===== config.mk =====
export PLATFORM = sky130hd
export DESIGN_NAME = pipe_hazard_ctrl_flat
export DESIGN_NICKNAME = d
export VERILOG_FILES = /design/src/rtl/pipe_hazard_ctrl_if.sv /design/src/rtl/pipe_hazard_ctrl.sv /design/src/flat_wrapper.sv
export SDC_FILE = /design/constraint.sdc
export NUM_CORES = 1
export LEC_CHECK = 0
export ABC_AREA = 1
export CORE_AREA = 2 2 85 87
export DETAILED_ROUTE_END_ITERATION = 10
export DIE_AREA = 0 0 87 89
export GPL_ROUTABILITY_DRIVEN = 1
export GPL_TIMING_DRIVEN = 0
export PLACE_DENSITY = 0.67
export REMOVE_ABC_BUFFERS = 1
export SYNTH_ARGS = -nofsm -noshare
export SYNTH_HDL_FRONTEND = slang
export SYNTH_SLANG_ARGS = --single-unit
export TNS_END_PERCENT = 1

===== constraint.sdc =====
create_clock -name clk -period 2 [get_ports clk]
set_input_delay 0.4 -clock clk [delete_from_list [all_inputs] [get_ports clk]]
set_output_delay 0.4 -clock clk [all_outputs]
set_load 0.02 [all_outputs]

===== src/rtl/pipe_hazard_ctrl_if.sv =====
// pipe_hazard_ctrl_if: hazard inputs from the pipeline and per-stage stall/flush controls back to it
interface pipe_hazard_ctrl_if #(parameter int REG_AW = 5);
    logic [REG_AW-1:0] id_rs1_addr;
    logic [REG_AW-1:0] id_rs2_addr;
    logic              id_rs1_used;
    logic              id_rs2_used;
    logic [REG_AW-1:0] exe_rd_addr;
    logic              exe_mem_read;
    logic              exe_muldiv;
    logic              exe_mispredict;
    logic              imem_wait;
    logic              dmem_wait;
    logic              stall_if;
    logic              stall_id;
    logic              stall_exe;
    logic              stall_mem;
    logic              flush_id;
    logic              flush_exe;
    logic              flush_mem;
    logic              muldiv_done;
    logic [31:0]       stall_cycles;

    modport master (
        output id_rs1_addr, id_rs2_addr, id_rs1_used, id_rs2_used, exe_rd_addr,
               exe_mem_read, exe_muldiv, exe_mispredict, imem_wait, dmem_wait,
        input  stall_if, stall_id, stall_exe, stall_mem, flush_id, flush_exe,
               flush_mem, muldiv_done, stall_cycles
    );

    modport slave (
        input  id_rs1_addr, id_rs2_addr, id_rs1_used, id_rs2_used, exe_rd_addr,
               exe_mem_read, exe_muldiv, exe_mispredict, imem_wait, dmem_wait,
        output stall_if, stall_id, stall_exe, stall_mem, flush_id, flush_exe,
               flush_mem, muldiv_done, stall_cycles
    );
endinterface


===== src/rtl/pipe_hazard_ctrl.sv =====
// pipe_hazard_ctrl: per-stage stall/flush generation for memory wait, mispredict, MUL/DIV and load-use
module pipe_hazard_ctrl #(
    parameter int MULDIV_LAT = 32,
    parameter int REG_AW     = 5
) (
    input logic              clk,
    input logic              rst,
    pipe_hazard_ctrl_if.slave bus
);
    localparam logic [1:0] RUN  = 2'd0;
    localparam logic [1:0] BUSY = 2'd1;
    localparam logic [1:0] HOLD = 2'd2;

    logic [1:0]        state_q, state_d;
    logic [7:0]        cnt_q, cnt_d;
    logic [31:0]       stall_cycles_q, stall_cycles_d;
    logic [REG_AW-1:0] rd, rs1, rs2;
    logic              mem_wait, load_use;
    logic              s_if, s_id, s_exe, s_mem, f_id, f_exe, f_mem, done;

    assign rd       = bus.exe_rd_addr;
    assign rs1      = bus.id_rs1_addr;
    assign rs2      = bus.id_rs2_addr;
    assign mem_wait = bus.imem_wait | bus.dmem_wait;
    assign load_use = bus.exe_mem_read && rd != '0 &&
                      ((bus.id_rs1_used && rs1 == rd) || (bus.id_rs2_used && rs2 == rd));

    always_comb begin
        state_d = state_q;
        cnt_d   = cnt_q;
        {s_if, s_id, s_exe, s_mem, f_id, f_exe, f_mem, done} = '0;
        if (mem_wait) begin
            {s_if, s_id, s_exe, s_mem} = '1;
            if (state_q == BUSY) begin
                cnt_d   = cnt_q != 8'd0 ? cnt_q - 8'd1 : cnt_q;
                state_d = cnt_q == 8'd0 ? HOLD : BUSY;
            end
        end else if (state_q == RUN) begin
            if (bus.exe_mispredict) begin
                {f_id, f_exe} = '1;
            end else if (bus.exe_muldiv) begin
                {s_if, s_id, s_exe, f_mem} = '1;
                state_d = BUSY;
                cnt_d   = 8'(MULDIV_LAT - 2);
            end else if (load_use) begin
                {s_if, s_id, f_exe} = '1;
            end
        end else if (state_q == BUSY && cnt_q != 8'd0) begin
            {s_if, s_id, s_exe, f_mem} = '1;
            cnt_d = cnt_q - 8'd1;
        end else begin
            done    = 1'b1;
            state_d = RUN;
        end
        // outputs are forced quiet for the whole reset cycle
        if (!rst) {s_if, s_id, s_exe, s_mem, f_id, f_exe, f_mem, done} = '0;
        stall_cycles_d = (s_if && stall_cycles_q != '1) ? stall_cycles_q + 32'd1 : stall_cycles_q;
    end

    always_ff @(posedge clk) begin
        if (!rst) begin
            state_q        <= RUN;
            cnt_q          <= '0;
            stall_cycles_q <= '0;
        end else begin
            state_q        <= state_d;
            cnt_q          <= cnt_d;
            stall_cycles_q <= stall_cycles_d;
        end
    end

    assign bus.stall_if     = s_if;
    assign bus.stall_id     = s_id;
    assign bus.stall_exe    = s_exe;
    assign bus.stall_mem    = s_mem;
    assign bus.flush_id     = f_id;
    assign bus.flush_exe    = f_exe;
    assign bus.flush_mem    = f_mem;
    assign bus.muldiv_done  = done;
    assign bus.stall_cycles = stall_cycles_q;
endmodule


===== src/flat_wrapper.sv =====
// flat-port wrapper written by rule: the top's interface ports become plain ports
module pipe_hazard_ctrl_flat 
#(
    parameter int MULDIV_LAT = 32,
    parameter int REG_AW     = 5
)
  (clk, rst, bus_id_rs1_addr, bus_id_rs2_addr, bus_id_rs1_used, bus_id_rs2_used, bus_exe_rd_addr, bus_exe_mem_read, bus_exe_muldiv, bus_exe_mispredict, bus_imem_wait, bus_dmem_wait, bus_stall_if, bus_stall_id, bus_stall_exe, bus_stall_mem, bus_flush_id, bus_flush_exe, bus_flush_mem, bus_muldiv_done, bus_stall_cycles);
  pipe_hazard_ctrl_if #(.REG_AW(REG_AW)) bus_i ();
  input logic clk;
  input logic rst;
  input wire logic [$bits(bus_i.id_rs1_addr)-1:0] bus_id_rs1_addr;
  input wire logic [$bits(bus_i.id_rs2_addr)-1:0] bus_id_rs2_addr;
  input wire logic [$bits(bus_i.id_rs1_used)-1:0] bus_id_rs1_used;
  input wire logic [$bits(bus_i.id_rs2_used)-1:0] bus_id_rs2_used;
  input wire logic [$bits(bus_i.exe_rd_addr)-1:0] bus_exe_rd_addr;
  input wire logic [$bits(bus_i.exe_mem_read)-1:0] bus_exe_mem_read;
  input wire logic [$bits(bus_i.exe_muldiv)-1:0] bus_exe_muldiv;
  input wire logic [$bits(bus_i.exe_mispredict)-1:0] bus_exe_mispredict;
  input wire logic [$bits(bus_i.imem_wait)-1:0] bus_imem_wait;
  input wire logic [$bits(bus_i.dmem_wait)-1:0] bus_dmem_wait;
  output wire logic [$bits(bus_i.stall_if)-1:0] bus_stall_if;
  output wire logic [$bits(bus_i.stall_id)-1:0] bus_stall_id;
  output wire logic [$bits(bus_i.stall_exe)-1:0] bus_stall_exe;
  output wire logic [$bits(bus_i.stall_mem)-1:0] bus_stall_mem;
  output wire logic [$bits(bus_i.flush_id)-1:0] bus_flush_id;
  output wire logic [$bits(bus_i.flush_exe)-1:0] bus_flush_exe;
  output wire logic [$bits(bus_i.flush_mem)-1:0] bus_flush_mem;
  output wire logic [$bits(bus_i.muldiv_done)-1:0] bus_muldiv_done;
  output wire logic [$bits(bus_i.stall_cycles)-1:0] bus_stall_cycles;
  assign bus_i.id_rs1_addr = bus_id_rs1_addr;
  assign bus_i.id_rs2_addr = bus_id_rs2_addr;
  assign bus_i.id_rs1_used = bus_id_rs1_used;
  assign bus_i.id_rs2_used = bus_id_rs2_used;
  assign bus_i.exe_rd_addr = bus_exe_rd_addr;
  assign bus_i.exe_mem_read = bus_exe_mem_read;
  assign bus_i.exe_muldiv = bus_exe_muldiv;
  assign bus_i.exe_mispredict = bus_exe_mispredict;
  assign bus_i.imem_wait = bus_imem_wait;
  assign bus_i.dmem_wait = bus_dmem_wait;
  assign bus_stall_if = bus_i.stall_if;
  assign bus_stall_id = bus_i.stall_id;
  assign bus_stall_exe = bus_i.stall_exe;
  assign bus_stall_mem = bus_i.stall_mem;
  assign bus_flush_id = bus_i.flush_id;
  assign bus_flush_exe = bus_i.flush_exe;
  assign bus_flush_mem = bus_i.flush_mem;
  assign bus_muldiv_done = bus_i.muldiv_done;
  assign bus_stall_cycles = bus_i.stall_cycles;
  pipe_hazard_ctrl #(.MULDIV_LAT(MULDIV_LAT), .REG_AW(REG_AW)) u_core (.clk(clk), .rst(rst), .bus(bus_i));
endmodule

== After elaboration in Yosys (flattened, before gate mapping) ==
Index checks and enable logic that the tools add are counted.

* Output and inout bits: 40
* Input port bits: 24
* Logic and storage cells: 72
* Flip-flop bits (word level): 42

* Reduce and logical (&&, ||, !) cells: 14
* Bitwise logic cells: 1
* Mux-type cells: 43
* Eq/ne operators: 9
* Add/sub/neg operators: 2

{| class="wikitable"
|+ Operators by type and width
! kind !! count
|-
| two-way mux 8 bit || 7
|-
| adder 32 x 1 -> 32 bit (second input constant) || 1
|-
| != test 32 bit (second input constant) || 1
|-
| two-way mux 1 bit || 29
|-
| two-way mux 2 bit || 7
|-
| == test 5 bit || 2
|-
| logical NOT 8 bit || 1
|-
| nonzero test 8 bit || 1
|-
| subtractor 8 x 1 -> 8 bit (second input constant) || 1
|-
| logical AND 1 bit || 6
|-
| != test 3 x 2 -> 1 bit (second input constant) || 2
|-
| AND reduction 5 bit || 1
|-
| nonzero test 5 bit || 1
|-
| != test 2 bit (second input constant) || 2
|-
| AND reduction 4 bit || 1
|-
| != test 3 x 1 -> 1 bit (second input constant) || 1
|-
| nonzero test 3 bit || 1
|-
| == test 2 x 1 -> 1 bit (second input constant) || 1
|-
| logical NOT 2 bit || 1
|-
| logical OR 1 bit || 1
|-
| OR 1 bit || 1
|}

== Depth between registers and ports, before layout ==
Gate-level depths: netlist (run 1).

* Depth in word-level cells: 11
* Mapped depth: 12

== Worst setup path after synthesis (run 1) ==
No wires, ideal clock.

* Path type: reg-to-output
* From: register u_core.cnt_q[0]
* To: output port bus_muldiv_done
* Stages on the path, launching flop included: 8
* Data required time: 1.600 ns
* Arrival: 1.563 ns
* Path buffers: 0
* Path slack: 0.037 ns
* Cells stage by stage: dfxtp_1 > inv_1 > ha_1 > nor3b_1 > nand2_1 > nand2_2 > inv_1 > nor4_1

* Cells in the longest elaborated chain, start to end: 6

{| class="wikitable"
|+ Ends and longest elaborated chain
! element !! line !! text
|-
| from (decl) || pipe_hazard_ctrl.sv:15 || <nowiki>logic [7:0] cnt_q, cnt_d;</nowiki>
|-
| from (signal assigned) || pipe_hazard_ctrl.sv:67 || <nowiki>cnt_q <= cnt_d;</nowiki>
|-
| nonzero test 8 bit || pipe_hazard_ctrl.sv:48 || <nowiki>end else if (state_q == BUSY && cnt_q != 8'd0) begin</nowiki>
|-
| logical AND 1 bit || pipe_hazard_ctrl.sv:48 ||
|-
| two-way mux 1 bit || pipe_hazard_ctrl.sv:48 ||
|-
| two-way mux 1 bit || pipe_hazard_ctrl.sv:38 || <nowiki>end else if (state_q == RUN) begin</nowiki>
|-
| two-way mux 1 bit || pipe_hazard_ctrl.sv:32 || <nowiki>if (mem_wait) begin</nowiki>
|-
| two-way mux 1 bit || pipe_hazard_ctrl.sv:56 || <nowiki>if (!rst) {s_if, s_id, s_exe, s_mem, f_id, f_exe, f_mem, done} = '0;</nowiki>
|-
| to (decl) || flat_wrapper.sv:28 || <nowiki>output wire logic [$bits(bus_i.muldiv_done)-1:0] bus_muldiv_done;</nowiki>
|}

Every way passes these cells.

== Final worst setup path (run 1) ==
* From: register u_core.cnt_q[0]
* To: output port bus_stall_id

* Cells in the longest elaborated chain, start to end: 6

{| class="wikitable"
|+ Ends and longest elaborated chain
! element !! line !! text
|-
| nonzero test 8 bit || pipe_hazard_ctrl.sv:48 ||
|-
| logical AND 1 bit || pipe_hazard_ctrl.sv:48 ||
|-
| two-way mux 1 bit || pipe_hazard_ctrl.sv:48 ||
|-
| two-way mux 1 bit || pipe_hazard_ctrl.sv:38 ||
|-
| two-way mux 1 bit || pipe_hazard_ctrl.sv:32 ||
|-
| two-way mux 1 bit || pipe_hazard_ctrl.sv:56 ||
|-
| to (decl) || flat_wrapper.sv:22 || <nowiki>output wire logic [$bits(bus_i.stall_id)-1:0] bus_stall_id;</nowiki>
|}

Every way passes these cells.

==> results.json, run 1 <==
{
  "dieHeight_um": 89,
  "finalMaxSlewViolations": 0,
  "cts_tree": "done",
  "slew-limit-headroom": 0.4363,
  "worst_ep_required_time_ps": 1600,
  "core_mm2": 0.006719,
  "p_leak_nw": 1.593,
  "syn_to_final_growth_pct": 36.78,
  "hold_viol_final": 0,
  "start_util": 0.4395,
  "timing.rr.end": "u_core.bus.stall_cycles[25]",
  "cpLargestDelayFamily": "simple AND/OR/NAND/NOR gates",
  "peakVddDrop_v": 0.0007630,
  "worstHoldPathCells": 3,
  "die-area_mm2": 0.007743,
  "netlist_area_mm2": 0.002953,
  "yosys-top-cells-area": "dfxtp_1, nand2_1, nand3_1",
  "viasPerCell": 5.229,
  "hold_buffers": 0,
  "numCtsBuffers": 5,
  "postSynthAreaPerCell_um2": 5.965,
  "finalSetupTns_ps": -107.2,
  "pin_count": 64,
  "violations": "negative setup slack",
  "placement.setup.worst_slack_ps": -1834,
  "end_kind": "output port",
  "ys.warnings.count": 0,
  "seq_area_frac_synth": 0.2847,
  "rows": 30,
  "hold_ws_ps": 462.5,
  "r2r_cells": 12,
  "period_minus_slack_ps": 2043,
  "grt_setup_unrepaired": "true",
  "setup-violations-final": 3,
  "drc_errors": 0,
  "final_nets": 600,
  "place_congestion": 0.8824,
  "tightest_slew_ps": 841.0,
  "crit_type": "flip-flop to output port",
  "n_antenna_cell": 0,
  "io_buffers": 63,
  "h-tree-depth": 2,
  "cp_slowest_stage_delay_ps": 330,
  "synthCells": 495,
  "grt_max_degree": 21,
  "num_vias": 3420,
  "status": "complete, but fails checks",
  "powerDensity_mw_per_mm2": 696.1,
  "clockRootBuffer": "clkbuf_8",
  "drive_gt1_frac": 0.1411,
  "whs_endpoint": "u_core.bus.stall_cycles[0]",
  "ant_nets": 0,
  "cp-start-kind": "flip-flop",
  "crit_fanout": 4,
  "crit_chain": "inv_2 -> ha_4 -> nor3b_2 -> nand2_1 -> nand2_2 -> nand3_2 -> nand2_4 -> nand2_8 -> buf_6",
  "min_from": "rst",
  "design_area_mm2": 0.004039,
  "cts_sinks": 42,
  "detail_route.wl_per_cell_um": 13.52,
  "fillCellCount": 657,
  "antenna_found_initial": 0,
  "fin_util": 0.6011,
  "first_pass_iters": 5,
  "finalClockSkew_ps": 14.01,
  "yosysTopAreaCell": "dfxtp_1",
  "clock_path_buffers": 2,
  "drt_iter0_markers": 224,
  "placed_area_mm2": 0.003595,
  "setup_ws_ps": -43.09,
  "crit_slowest_cell": "dfxtp_2",
  "clkTransAtPathRegs_ps": 70,
  "ys_ff_latch": 42,
  "cp_data_arrival_time_ps": 1640,
  "ff2ff_setup_slack_ps": 40,
  "die_w_um": 87,
  "path_buf_inv": 2,
  "drt_wl_total_um": 8839,
  "regToRegStartpoint": "u_core.cnt_q[0]",
  "grt_overflow": 0,
  "synth_top_cell_area_share": 0.2847,
  "grt_pass1_vias": 3200,
  "track_usage": 0.2333,
  "clk_latency_ps": 300,
  "grt_pass1_wl_um": 14360,
  "fin_crit_sh": 1.022,
  "synthDistinctLibCells": 31,
  "fmax_mhz": 489.5,
  "maxCapViolations": 0,
  "hold_class": "primary input to flip-flop",
  "dp_hpwl_um": 5659
}
-- cells in the final DEF (no fill, tap or decap), drive strengths merged, types with 4 or more instances in the layout --
cell type / n
xor2: 15
dfxtp: 42
clkbuf: 7
nor3: 18
buf: 26
nand2: 169
o21ai: 9
nand3b: 6
inv: 55
clkdlybuf4s50: 36
a21oi: 41
dlygate4sd2: 16
nor2: 57
nand3: 54
nand4: 4
-- cells by family (layout without fill, tap and decap cells) --
family                     count (synthesis)  after routing  share of synthesized area
DFF                                       42             42                     0.2847
AOI/OAI and AO/OA                         54             54                    0.09449
buffers and inverters                     72            148                     0.1025
xor gates and xnor gates                  16             16                    0.04746
adders and majority gates                  3              3                    0.01271
and+or+nand+nor                          308            311                     0.4581
-- stage by stage --
step           instances  power, mW
6_report             654      2.811
5_1_grt              654      2.987
4_1_cts              649      2.664
3_5_place_dp         623      1.809
3_3_place_gp         623      1.795
2_1_floorplan        480      1.584
-- worst max-delay path by stage --
stage / start / end / slack [ps] / depth (start not counted)
finish: u_core.cnt_q[0] / bus_stall_id / -40 / 9
global route: u_core.cnt_q[0] / bus_stall_id / -130 / 9
CTS: u_core.cnt_q[0] / bus_flush_mem / -60 / 7
detailed placement: rst / bus_stall_id / -1830 / 6
global placement: rst / bus_stall_id / -1780 / 6
floorplan: rst / u_core.bus.stall_cycles[10] / -340 / 7
-- registers in the layout, summed over array words and instances (netlist names) --
signal                   cells
u_core.bus.stall_cycles     32
u_core.cnt_q                 8
u_core.state_q               2
-- cell usage after synthesis --
cell type and n:
buf_2 5, nor3b_1 1, nor2_2 2, dfxtp_1 42, a31oi_1 1, nand2_2 6
nand3_2 1, buf_4 1, o211ai_1 1, inv_1 54, clkinv_1 1, nor3_1 17
nor2_4 3, nand4_4 1, nand3_1 53, xnor2_1 1, a211oi_1 2, o21ai_0 9
nor2_1 52, nor3_2 1, inv_2 2, a21oi_1 41, nand3b_1 6, ha_1 3
nor4_1 1, nand4_1 2, or2_1 1, xor2_1 15, nand2_1 161, clkbuf_1 6
buf_6 3
-- cell type report --
class	count	area, um^2	area share
clock inverters	1	30.03	0.007435
repair inverters	2	10.01	0.002478
well taps	80	100.1	0.02478
inverters	57	220.2	0.05452
flip-flops and latches	42	852.1	0.2110
repair buffers	81	749.5	0.1856
multi-input cells	384	2001	0.4954
clock buffers	7	76.32	0.01890
-- worst reg2reg max path: stages, from the launching register on --
cell and delay, ps:
dfxtp_2 340, inv_2 50, ha_4 140, nor3b_2 140, nand2_1 120, nand2_2 110, nand3_2 120, nand2_4 80
nand2_8 100, buf_4 300, nand2_8 160, nand2_1 90, a21oi_1 50
-- timing repair --
| action | in CTS | in global routing |
|---|---|---|
| gates cloned | 5 | 0 |
| pin swaps | 18 | 10 |
| buffers inserted | 13 | 5 |
| endpoints found under the setup margin | 43 | 39 |
| resized for setup | 85 | 23 |
-- per-layer routing --
metal / GRT usage / up-vias / part of all wire
met4: 0.08807 / 0 / 0.025
met5: 0 / - / 0
met3: 0.04524 / 21 / 0.057
met1: 0.2806 / 1537 / 0.44
li1: - / 1739 / -
met2: 0.4122 / 123 / 0.48
-- report_power, final --
group,leakage [nW],switching [mW],internal (mW)
sequential,0.342,0.0798,0.937
clock,0.0524,0.303,0.374
combinational,1.20,0.641,0.475
total,1.59,1.02,1.79
Power figures use the tool's default switching activity.
==> inputs of run 2 (changes only) <==
--- a/config.mk
+++ b/config.mk
@@ -12,7 +12,6 @@
 export GPL_ROUTABILITY_DRIVEN = 1
 export GPL_TIMING_DRIVEN = 0
 export PLACE_DENSITY = 0.67
-export REMOVE_ABC_BUFFERS = 1
 export SYNTH_ARGS = -nofsm -noshare
 export SYNTH_HDL_FRONTEND = slang
 export SYNTH_SLANG_ARGS = --single-unit
==> run 2 against run 1 <==
Count of clock-buffer cells in the layout fell by 2. Total power rose by 12%. Sequential cell count did not move. Combinational power rose by 35%. Clock skew fell by 6.5 ps. Global-route usage rose by 1.3 points. Via count fell by 1.3%. Die area did not move. Worst setup slack got worse by 160 ps. The flow still finishes with violations (negative setup slack). Non-clock buffer count rose by 27.
==> results.json, run 2 (synthesis gave the netlist of run 1 again) <==
{
  "status": "complete, but fails checks",
  "violations": "negative setup slack",
  "end_kind": "output port",
  "maxCapViolations": 0,
  "dp_hpwl_um": 6807,
  "first_pass_iters": 4,
  "finalMaxSlewViolations": 0,
  "drt_wl_total_um": 9298,
  "powerDensity_mw_per_mm2": 757.8,
  "grt_setup_unrepaired": "true",
  "crit_type": "flip-flop to output port",
  "core_mm2": 0.006719,
  "synth.net_count": 522,
  "tightest_slew_ps": 464.1,
  "fin_cells": 676,
  "crit_fanout": 6,
  "place_congestion": 0.9065,
  "cp-start-kind": "flip-flop",
  "h-tree-depth": 2,
  "viasPerCell": 4.994,
  "clkTransAtPathRegs_ps": 100,
  "cts_tree": "done",
  "pin_count": 64,
  "num_vias": 3376,
  "hold_class": "flip-flop to flip-flop",
  "fin_crit_sh": 1.101,
  "cp_data_arrival_time_ps": 1800,
  "setup-violations-final": 8,
  "clockRootBuffer": "clkbuf_8",
  "io_buffers": 63,
  "design_area_mm2": 0.004149,
  "setup_ws_ps": -201.3,
  "clock_path_buffers": 2,
  "mostFrequentLayoutCell": "nand2_1",
  "die-area_mm2": 0.007743,
  "slew-limit-headroom": 0.6906,
  "syn_to_final_growth_pct": 40.51,
  "drive_gt1_frac": 0.1644,
  "die_w_um": 87,
  "grt_pass1_vias": 3229,
  "track_usage": 0.2461,
  "finalSetupTns_ps": -835.4,
  "period_minus_slack_ps": 2201,
  "finalClockSkew_ps": 7.553,
  "total_power_mw": 3.144,
  "final_nets": 622,
  "largest_reg_flops": 32,
  "final_cell_mix": "nand2_1, nand3_1, inv_1, nor2_1, clkdlybuf4s50_1",
  "drt_iter0_markers": 120,
  "cts_sinks": 42,
  "antenna_found_initial": 0,
  "fmax_mhz": 454.3,
  "p_leak_nw": 1.711,
  "dieHeight_um": 89,
  "grt_max_degree": 16,
  "n_antenna_cell": 0,
  "grt_pass1_wl_um": 15100,
  "ant_nets": 0,
  "drc_errors": 0,
  "rows": 30,
  "placed_area_mm2": 0.003684,
  "worst_ep_required_time_ps": 1600,
  "hold_viol_final": 0,
  "peakVddDrop_v": 0.0007909,
  "dp_cells": 638,
  "start_util": 0.4395,
  "detail_route.wl_per_cell_um": 13.75,
  "numCtsBuffers": 5,
  "clk_latency_ps": 300,
  "grt_overflow": 0
}
## run 2: changes by cell type in the layout (fill, tap and decap cells not counted), sizes merged
| cell | change |
|---|---|
| bufinv | -1 |
| inv | +2 |
| buf | +21 |
| dlygate4sd2 | -9 |
| dlymetal6s2s | +4 |
| nand4 | -1 |
| clkdlybuf4s50 | +6 |
| nand2 | -2 |
| clkbuf | +3 |
| clkinvlp | -1 |
## run 2: per-layer routing
layer | global-route usage | routed length (um)
met1 | 0.3057 | 4186
met2 | 0.4421 | 4669
met4 | 0.06534 | 121
met5 | 0 | 0
met3 | 0.03970 | 321
## run 2: area by class of cell
| cell class | count | area [um^2] |
|---|---|---|
| repair buffers | 94 | 854.6 |
| fillers | 664 | 2570 |
| clock inverters | 3 | 23.77 |
| multi-input cells | 381 | 1933 |
| clock buffers | 5 | 68.82 |
| inverters | 57 | 214.0 |
| plain buffers | 14 | 106.4 |
| well taps | 80 | 100.1 |
| flip-flops and latches | 42 | 848.3 |
## run 2: what timing repair did
item	4_1_cts	5_1_grt
setup endpoints to repair	40	42
buffers inserted	29	4
gates cloned	0	0
hold buffers	0	0
pin swaps	7	11
resized for setup	73	28
## run 2: worst max-delay path: stages (launching register included)
cell and delay, ps:
dfxtp_2 340, inv_2 80, ha_4 120, nor3b_4 190, nand2_2 110, nand2_4 90
nand3_2 60, nand2_2 90, nand2_4 60, buf_6 130, buf_6 100, buf_6 120
## run 2: per-stage QoR
stage / utilization / hold slack [ps] / worst slack [ps]
floorplan: - / 437.0 / 37.26
global placement: 0.5482 / 450.1 / -1059
detailed placement: 0.5482 / 465.2 / -1048
CTS: 0.6020 / 478.1 / -223.3
global route: 0.6175 / 490.3 / -286.1
finish: 0.6175 / 478.4 / -201.3
## run 2: power by group
group	internal, mW	switching, mW	total, mW	leakage [nW]
Combinational	0.741	0.768	1.51	1.33
Clock	0.250	0.347	0.597	0.0408
Sequential	0.938	0.0999	1.04	0.342
Total	1.93	1.21	3.14	1.71
## run 2: final timing paths
path	slack (ps)	startpoint	depth (start not counted)	to
max reg2reg	-90	u_core.cnt_q[1]	15	u_core.cnt_q[4]
min	480	u_core.state_q[0]	2	u_core.state_q[0]
min reg2reg	480	u_core.state_q[0]	2	u_core.state_q[0]
max	-200	u_core.cnt_q[1]	11	bus_stall_if
